--- config.mk ---
export PLATFORM = sky130hd
export DESIGN_NAME = usb_rx_nrzi_unstuff
export DESIGN_NICKNAME = d
export VERILOG_FILES = /design/src/rtl/usb_rx_nrzi_unstuff.sv
export SDC_FILE = /design/constraint.sdc
export NUM_CORES = 1
export LEC_CHECK = 0
export BUFFER_PORTS_ARGS = -buffer_cell sky130_fd_sc_hd__clkbuf_2
export CORE_MARGIN = 2
export CORE_UTILIZATION = 40
export CTS_CLUSTER_DIAMETER = 100
export CTS_CLUSTER_SIZE = 20
export DETAILED_ROUTE_END_ITERATION = 12
export SYNTH_ARGS = -nofsm -noshare
export SYNTH_HDL_FRONTEND = slang
export SYNTH_SLANG_ARGS = --single-unit
export TNS_END_PERCENT = 10
--- constraint.sdc ---
create_clock -name clk -period 2.33 [get_ports clk]
set_clock_uncertainty 0.2 [all_clocks]
set_input_delay 0.1165 -clock clk [delete_from_list [all_inputs] [get_ports clk]]
set_output_delay 0.1165 -clock clk [all_outputs]
set_load 0.1 [all_outputs]
--- src/rtl/usb_rx_nrzi_unstuff.sv ---
// USB full-speed receive front end: NRZI decode, SYNC hunt, bit unstuffing, byte assembly and EOP detection.
// Optional USB_RX_STUFF_ABORT_EN: a stuff error abandons the packet until the line returns to idle.
module usb_rx_nrzi_unstuff #(
   parameter int         STUFF_LIMIT  = 6,
   parameter logic [7:0] SYNC_PATTERN = 8'h80,
   parameter int         EOP_SE0_MIN  = 2
) (
   input  logic       clk,
   input  logic       rst,
   input  logic       dplus_sync,
   input  logic       dminus_sync,
   input  logic       shift_enable,
   output logic       rx_bit,
   output logic       rx_bit_valid,
   output logic       crc_reset,
   output logic [7:0] rx_byte,
   output logic       byte_valid,
   output logic       rx_active,
   output logic       eop,
   output logic       byte_err,
   output logic       stuff_err
);

   localparam int ONES_W = $clog2(STUFF_LIMIT + 1);
   localparam int SE0_W  = $clog2(EOP_SE0_MIN + 1);

   typedef enum logic [1:0] {
      LINE_SE0 = 2'b00,
      LINE_K   = 2'b01,
      LINE_J   = 2'b10
   } line_t;

   typedef enum logic [2:0] {
      S_IDLE,
      S_HUNT,
      S_DATA,
      S_EOP,
      S_ABORT
   } state_t;

   state_t              state;
   line_t               line;
   line_t               prev_line;
   logic                dec_bit;
   logic                is_se0;
   logic [7:0]          sync_sr;
   logic [7:0]          sync_next;
   logic [3:0]          hunt_cnt;
   logic [ONES_W-1:0]   ones_cnt;
   logic [SE0_W-1:0]    se0_cnt;
   logic [2:0]          bit_cnt;
   logic [6:0]          stage;
   logic                seen_se0;

   // NOTE: every always_comb output gets a default first, so no path can leave it unassigned and infer a latch.
   always_comb begin
      line = LINE_SE0;
      if (dplus_sync && !dminus_sync)
         line = LINE_J;
      else if (!dplus_sync && dminus_sync)
         line = LINE_K;
   end

   // A repeated line level decodes as 1, a J<->K transition as 0.
   assign is_se0    = (line == LINE_SE0);
   assign dec_bit   = (line == prev_line);
   assign sync_next = {dec_bit, sync_sr[7:1]};

   // NOTE: all state here uses non-blocking assignments so every register sees pre-edge values of the others.
   always_ff @(posedge clk) begin
      if (rst) begin
         state        <= S_IDLE;
         prev_line    <= LINE_J;
         sync_sr      <= '0;
         hunt_cnt     <= '0;
         ones_cnt     <= '0;
         se0_cnt      <= '0;
         bit_cnt      <= '0;
         stage        <= '0;
         seen_se0     <= 1'b0;
         rx_bit       <= 1'b0;
         rx_bit_valid <= 1'b0;
         crc_reset    <= 1'b1;
         rx_byte      <= '0;
         byte_valid   <= 1'b0;
         rx_active    <= 1'b0;
         eop          <= 1'b0;
         byte_err     <= 1'b0;
         stuff_err    <= 1'b0;
      end else begin
         rx_bit_valid <= 1'b0;
         byte_valid   <= 1'b0;
         eop          <= 1'b0;
         byte_err     <= 1'b0;
         stuff_err    <= 1'b0;

         if (shift_enable) begin
            if (!is_se0)
               prev_line <= line;

            case (state)
               S_IDLE: begin
                  if (line == LINE_K) begin
                     state    <= S_HUNT;
                     sync_sr  <= {dec_bit, 7'b0};
                     hunt_cnt <= '0;
                  end
               end

               S_HUNT: begin
                  if (is_se0) begin
                     state <= S_IDLE;
                  end else begin
                     sync_sr <= sync_next;
                     if (sync_next == SYNC_PATTERN) begin
                        state     <= S_DATA;
                        rx_active <= 1'b1;
                        crc_reset <= 1'b0;
                        ones_cnt  <= '0;
                        bit_cnt   <= '0;
                     end else if (hunt_cnt == 4'd15) begin
                        state <= S_IDLE;
                     end else begin
                        hunt_cnt <= hunt_cnt + 1'b1;
                     end
                  end
               end

               S_DATA: begin
                  if (is_se0) begin
                     state   <= S_EOP;
                     se0_cnt <= SE0_W'(1);
                  end else if (ones_cnt == ONES_W'(STUFF_LIMIT)) begin
                     // Stuff slot: the bit is always dropped; a 1 here is a protocol violation.
                     ones_cnt <= '0;
                     if (dec_bit) begin
                        stuff_err <= 1'b1;
`ifdef USB_RX_STUFF_ABORT_EN
                        state     <= S_ABORT;
                        rx_active <= 1'b0;
                        crc_reset <= 1'b1;
                        bit_cnt   <= '0;
                        seen_se0  <= 1'b0;
`endif
                     end
                  end else begin
                     rx_bit       <= dec_bit;
                     rx_bit_valid <= 1'b1;
                     ones_cnt     <= dec_bit ? ones_cnt + 1'b1 : '0;
                     bit_cnt      <= bit_cnt + 1'b1;
                     if (bit_cnt == 3'd7) begin
                        rx_byte    <= {dec_bit, stage};
                        byte_valid <= 1'b1;
                     end else begin
                        stage[bit_cnt] <= dec_bit;
                     end
                  end
               end

               S_EOP: begin
                  if (is_se0) begin
                     if (se0_cnt < SE0_W'(EOP_SE0_MIN))
                        se0_cnt <= se0_cnt + 1'b1;
                  end else begin
                     state     <= S_IDLE;
                     rx_active <= 1'b0;
                     crc_reset <= 1'b1;
                     bit_cnt   <= '0;
                     ones_cnt  <= '0;
                     if (line == LINE_J && se0_cnt >= SE0_W'(EOP_SE0_MIN)) begin
                        eop      <= 1'b1;
                        byte_err <= (bit_cnt != 3'd0);
                     end else begin
                        byte_err <= 1'b1;
                     end
                  end
               end

               S_ABORT: begin
                  if (is_se0)
                     seen_se0 <= 1'b1;
                  else if (line == LINE_J && seen_se0)
                     state <= S_IDLE;
               end

               default: state <= S_IDLE;
            endcase
         end
      end
   end

endmodule

; Word-level counts from Yosys, hierarchy flattened
; Index checks and enable logic that the tools add are counted.
[classes]
addsub = 4
magnitude_cmp = 4
eq_ne = 25
mux = 48
n_bitwise = 6
n_reduce_logical = 30
[ops]
columns = op, n
row1 = $mux 3, 15
row2 = $ne 2x2->1 const B, 13
row3 = $reduce_and 5->1, 4
row4 = $pmux 3 s3, 2
row5 = $mux 4, 4
row6 = $mux 8, 2
row7 = $pmux 8 s2, 1
row8 = $pmux 3 s5, 1
row9 = $reduce_and 7->1, 2
row10 = $mux 1, 13
row11 = $reduce_and 6->1, 2
row12 = $reduce_or 5->1, 2
row13 = $eq 3x3->1 const B, 3
row14 = $eq 8x8->1 const B, 1
row15 = $mux 2, 4
row16 = $pmux 4 s2, 1
row17 = $reduce_and 4->1, 2
row18 = $reduce_or 4->1, 2
row19 = $bwmux 7, 1
row20 = $add 3x1->3 const B, 2
row21 = $eq 3x2->1 const B, 2
row22 = $not 1->1, 6
row23 = $reduce_bool 2->1, 3
row24 = $reduce_bool 3->1, 2
row25 = other kinds (21), 27
[word_totals]
ff_bits = 49
output_inout_bits = 16
wordCells = 135

; Longest topological paths before layout
[logic_depth]
ltp_word = 9
ltp_mapped = 7
depth_no_buf = 6

; Worst setup path before layout
; Ideal clock, no wire load.
[synth_path]
path_type = flip-flop to flip-flop
start = register bit_cnt[0]
end = register stage[6]
arrival_time_ps = 1303
required_ps = 2003
path_slack_ps = 701
stages_incl_launch_ff = 7
n_path_buf = 0
synth_period_minus_slack_ps = 1629
cell_sequence = dfxtp_1 ha_1 ha_1 nor2_1 and4_1 nand3_1 mux2i_1
[synth_via]
elab_chain_cells = 5
word_cells_on_any_way = 9
[synth_rtl]
columns = element, line
row1 = start: declaration, 51  ; logic [2:0] bit_cnt;
row2 = start signal: assignment, 150  ; bit_cnt <= bit_cnt + 1'b1;
row3 = $lt 3x4->1 (implied by the code) / $ge 3x1->1 (equally long branches), 155  ; stage[bit_cnt] <= dec_bit;
row4 = $logic_and 1x1->1 (implied by the code), 155
row5 = $mux 1 (implied by the code), 155
row6 = $demux 1 s3, 155
row7 = $bwmux 7, 155
row8 = end signal: indexed assignment, 155
row9 = end: declaration, 52  ; logic [6:0] stage;
; Several ways; a longest one is shown, not always the timed one.
; A chain may end at the register's enable or synchronous reset.

; Worst setup path after layout
[layout_path]
start = register state[1]
end = register stage[3]
[layout_via]
elab_chain_cells = 2
[layout_rtl]
columns = element, line
row1 = start: declaration, 41  ; state_t state;
row2 = start signal: assignment, 72  ; state <= S_IDLE;
row3 = start signal: assignment, 104  ; state <= S_HUNT;
row4 = start signal: assignment, 112  ; state <= S_IDLE;
row5 = $eq 3x2->1, 101  ; case (state)
row6 = $reduce_and 5->1 (no line), --
; Every way passes these cells.

==> metrics <==
status=finished, final reports clean; number of max-cap violations=0; Synth area leaders=dfxtp_1 41%, mux2i_1 9.5%, ha_1 5.1%, nand2_1 4.9%, nand2b_1 3.4%; CP max-delay cell=dfxtp_1; Slew HR=63.9%; Die Width=78.5 um; IO Pins=21; antenna diode count=0; Die Ht=78.5 um; nets@finish=272; clock latency on the worst-skew pair=0.30 ns; CP peak stage delay=0.67 ns; Post-Syn Area=0.00222 mm2; CTS tree=built; Synth async-reset ratio=0%; post-synth cell types=51; per-cell routed wire length=12.6 um; number of global-route vias before repair=approximately 1,500; top_reg_cell synth=dfxtp_1; WP data required=about 2.3 ns; Static Leak=~1 nW; fin. max-slew vios=0; syn avg cell area=9.25 um2; Warnings, synthesis=0; PwrDens=577 mW/mm2; Total GRT Usage=14.6%; Sink Count=46; Post-DP HPWL=3040 um; port bufs=20; Placement Rows=27; RSZ-0062 raised after global routing=false; total wire length=4190 um; grt ovf=0; post-route clock period utilization=between 80 and 90%; Initial Utilization=around 40%; largest net degree at the start of global routing=26; Worst Setup Path Type=reg2reg; fillcell total=around 570; Highest Clock Rate=0.520 GHz; hold crit path type=in2reg; min Tclk post-route=1.92 ns; clock buffer depth=2; dpl cells=323; Synth top area share=41.5%; nature of the critical path startpoint=flip-flop; crit-path cells=nor2b_2 > and4b_1 > nand3_1 > mux2i_1; Die ar.=0.00616 mm2; share of cells above drive strength 1=16.6%; CTS Root Cell=clkbuf_8; Worst-Margin Slew=0.539 ns; most frequent cells in the layout=46 x dfxtp_1, 29 x nand2_1, 21 x mux2i_1, 20 x clkbuf_2, 18 x nor2_1; FF+latch count, synth=46; global-route wire length before repair=~7200 um; leading area contributor after synthesis=dfxtp_1; synthesis-to-layout area growth=10.7%; post-route core utilization=between 40 and 50%; sequential area share after synthesis=41.5%; CTS resizes=0; Post-CTS Setup Repair Bufs=0; Worst Path Arrival=1.91 ns; crit-path max FO=17; Reg2Reg Setup Slack=0.41 ns; setup violators final=0; CTS clk-pin slew, worst paths=0.09 ns; H-tree depth=2; commonest non-fill, non-tap cell in the layout=dfxtp_1; drt pass-1 iters=4; Layout Cells excl Fill=331; CP endpoint kind=flip-flop; Max VDD drop=0.000338 V; initial antenna violation count=0; CORE AREA=0.00544 mm2; Remaining DRCs=0; Routability Congestion=0.750; hold_buf cts=0; final setup TNS=0 ns; via count=1,671; Iteration-0 DRC Markers=58; final hold viol count=0; Post-Syn Nets=254; DRT antenna net count=0; Synth Instances=240; CTS Buf Count=5; Vias/cell=5.05; EDFF count, synth=0
## power breakdown
part	total [mW]	leakage, nW	internal [mW]	switching (mW)
registers	0.805	0.371	0.793	0.0121
logic	0.127	0.601	0.0430	0.0842
clock network	0.486	0.0452	0.212	0.274
## layout make-up
type                            count  area [um2]  area share (%)
Clock inverter                      2        13.8           0.560
Sequential cell                    46         921            37.5
Timing Repair Buffer               22         115            4.69
Inverter                           11        41.3            1.68
Clock buffer                        6        72.6            2.95
Tap cell                           72        90.1            3.67
Multi-Input combinational cell    172        1200            49.0
## logic make-up after synthesis
kind of cell / Yosys count / synth area share (%)
AO/OA/AOI/OAI: 36 / 12.0
XOR/XNOR: 4 / 1.92
adder cells (fa/ha/maj): 9 / 5.07
buffers and inverters: 22 / 4.34
flip-flops: 46 / 41.5
multiplexers: 21 / 9.47
AND/OR/NAND/NOR: 102 / 25.7
## state kept, by name, summed over array words and instances, names as in the netlist, 2 cells and up
name	flops
rx_byte	8
stage	7
sync_sr	7
hunt_cnt	4
bit_cnt	3
ones_cnt	3
prev_line	2
se0_cnt	2
state	2
## stage by stage
| step | power, mW | instance area [um2] | hold WS (ns) | worst slack (ns) |
|---|---|---|---|---|
| finish | 1.42 | 2460 | 0.0230 | 0.405 |
| detailed placement | 0.951 | 2370 | 0.259 | 0.315 |
| global placement | 0.951 | 2370 | 0.254 | 0.364 |
| global route | 1.48 | 2460 | 0.0251 | 0.289 |
| CTS | 1.44 | 2460 | 0.00768 | 0.438 |
| floorplan | 0.924 | 2220 | 0.125 | 0.701 |
## per-layer routing
layer / global-route usage [%] / up-vias / share of wire (%)
li1: - / 875 / -
met5: 0 / - / 0
met4: 5.26 / 0 / 1.3
met3: 2.99 / 5 / 3.2
met2: 23.2 / 21 / 46
met1: 19.5 / 770 / 49
## final timing paths
kind,depth (start not counted),startpoint,endpoint
max,4,state[1]$_SDFFE_PP0P_,stage[3]$_SDFFE_PP0P_
min,2,rst,state[1]$_SDFFE_PP0P_
max reg2reg,4,state[1]$_SDFFE_PP0P_,stage[3]$_SDFFE_PP0P_
min reg2reg,2,sync_sr[1]$_SDFFE_PP0P_,sync_sr[1]$_SDFFE_PP0P_
## synthesized netlist by cell type (3+ instances only)
library cell and number:
a31oi_1 3, dfxtp_1 46, buf_2 5, o211ai_1 3
nor3_1 3, inv_1 11, or3_1 3, nor2_1 18
nand4_1 3, mux2i_1 21, a21oi_1 10, ha_1 9
nand3_1 13, nand2_1 29, clkbuf_1 4, nand2b_1 12
## worst max-delay path: cells and delay by family (launching register included)
family,cells,cell delay [ns]
muxes,1,0.14
and+or+nand+nor,3,0.80
DFF,1,0.67
(Power assumes the default switching activity.)
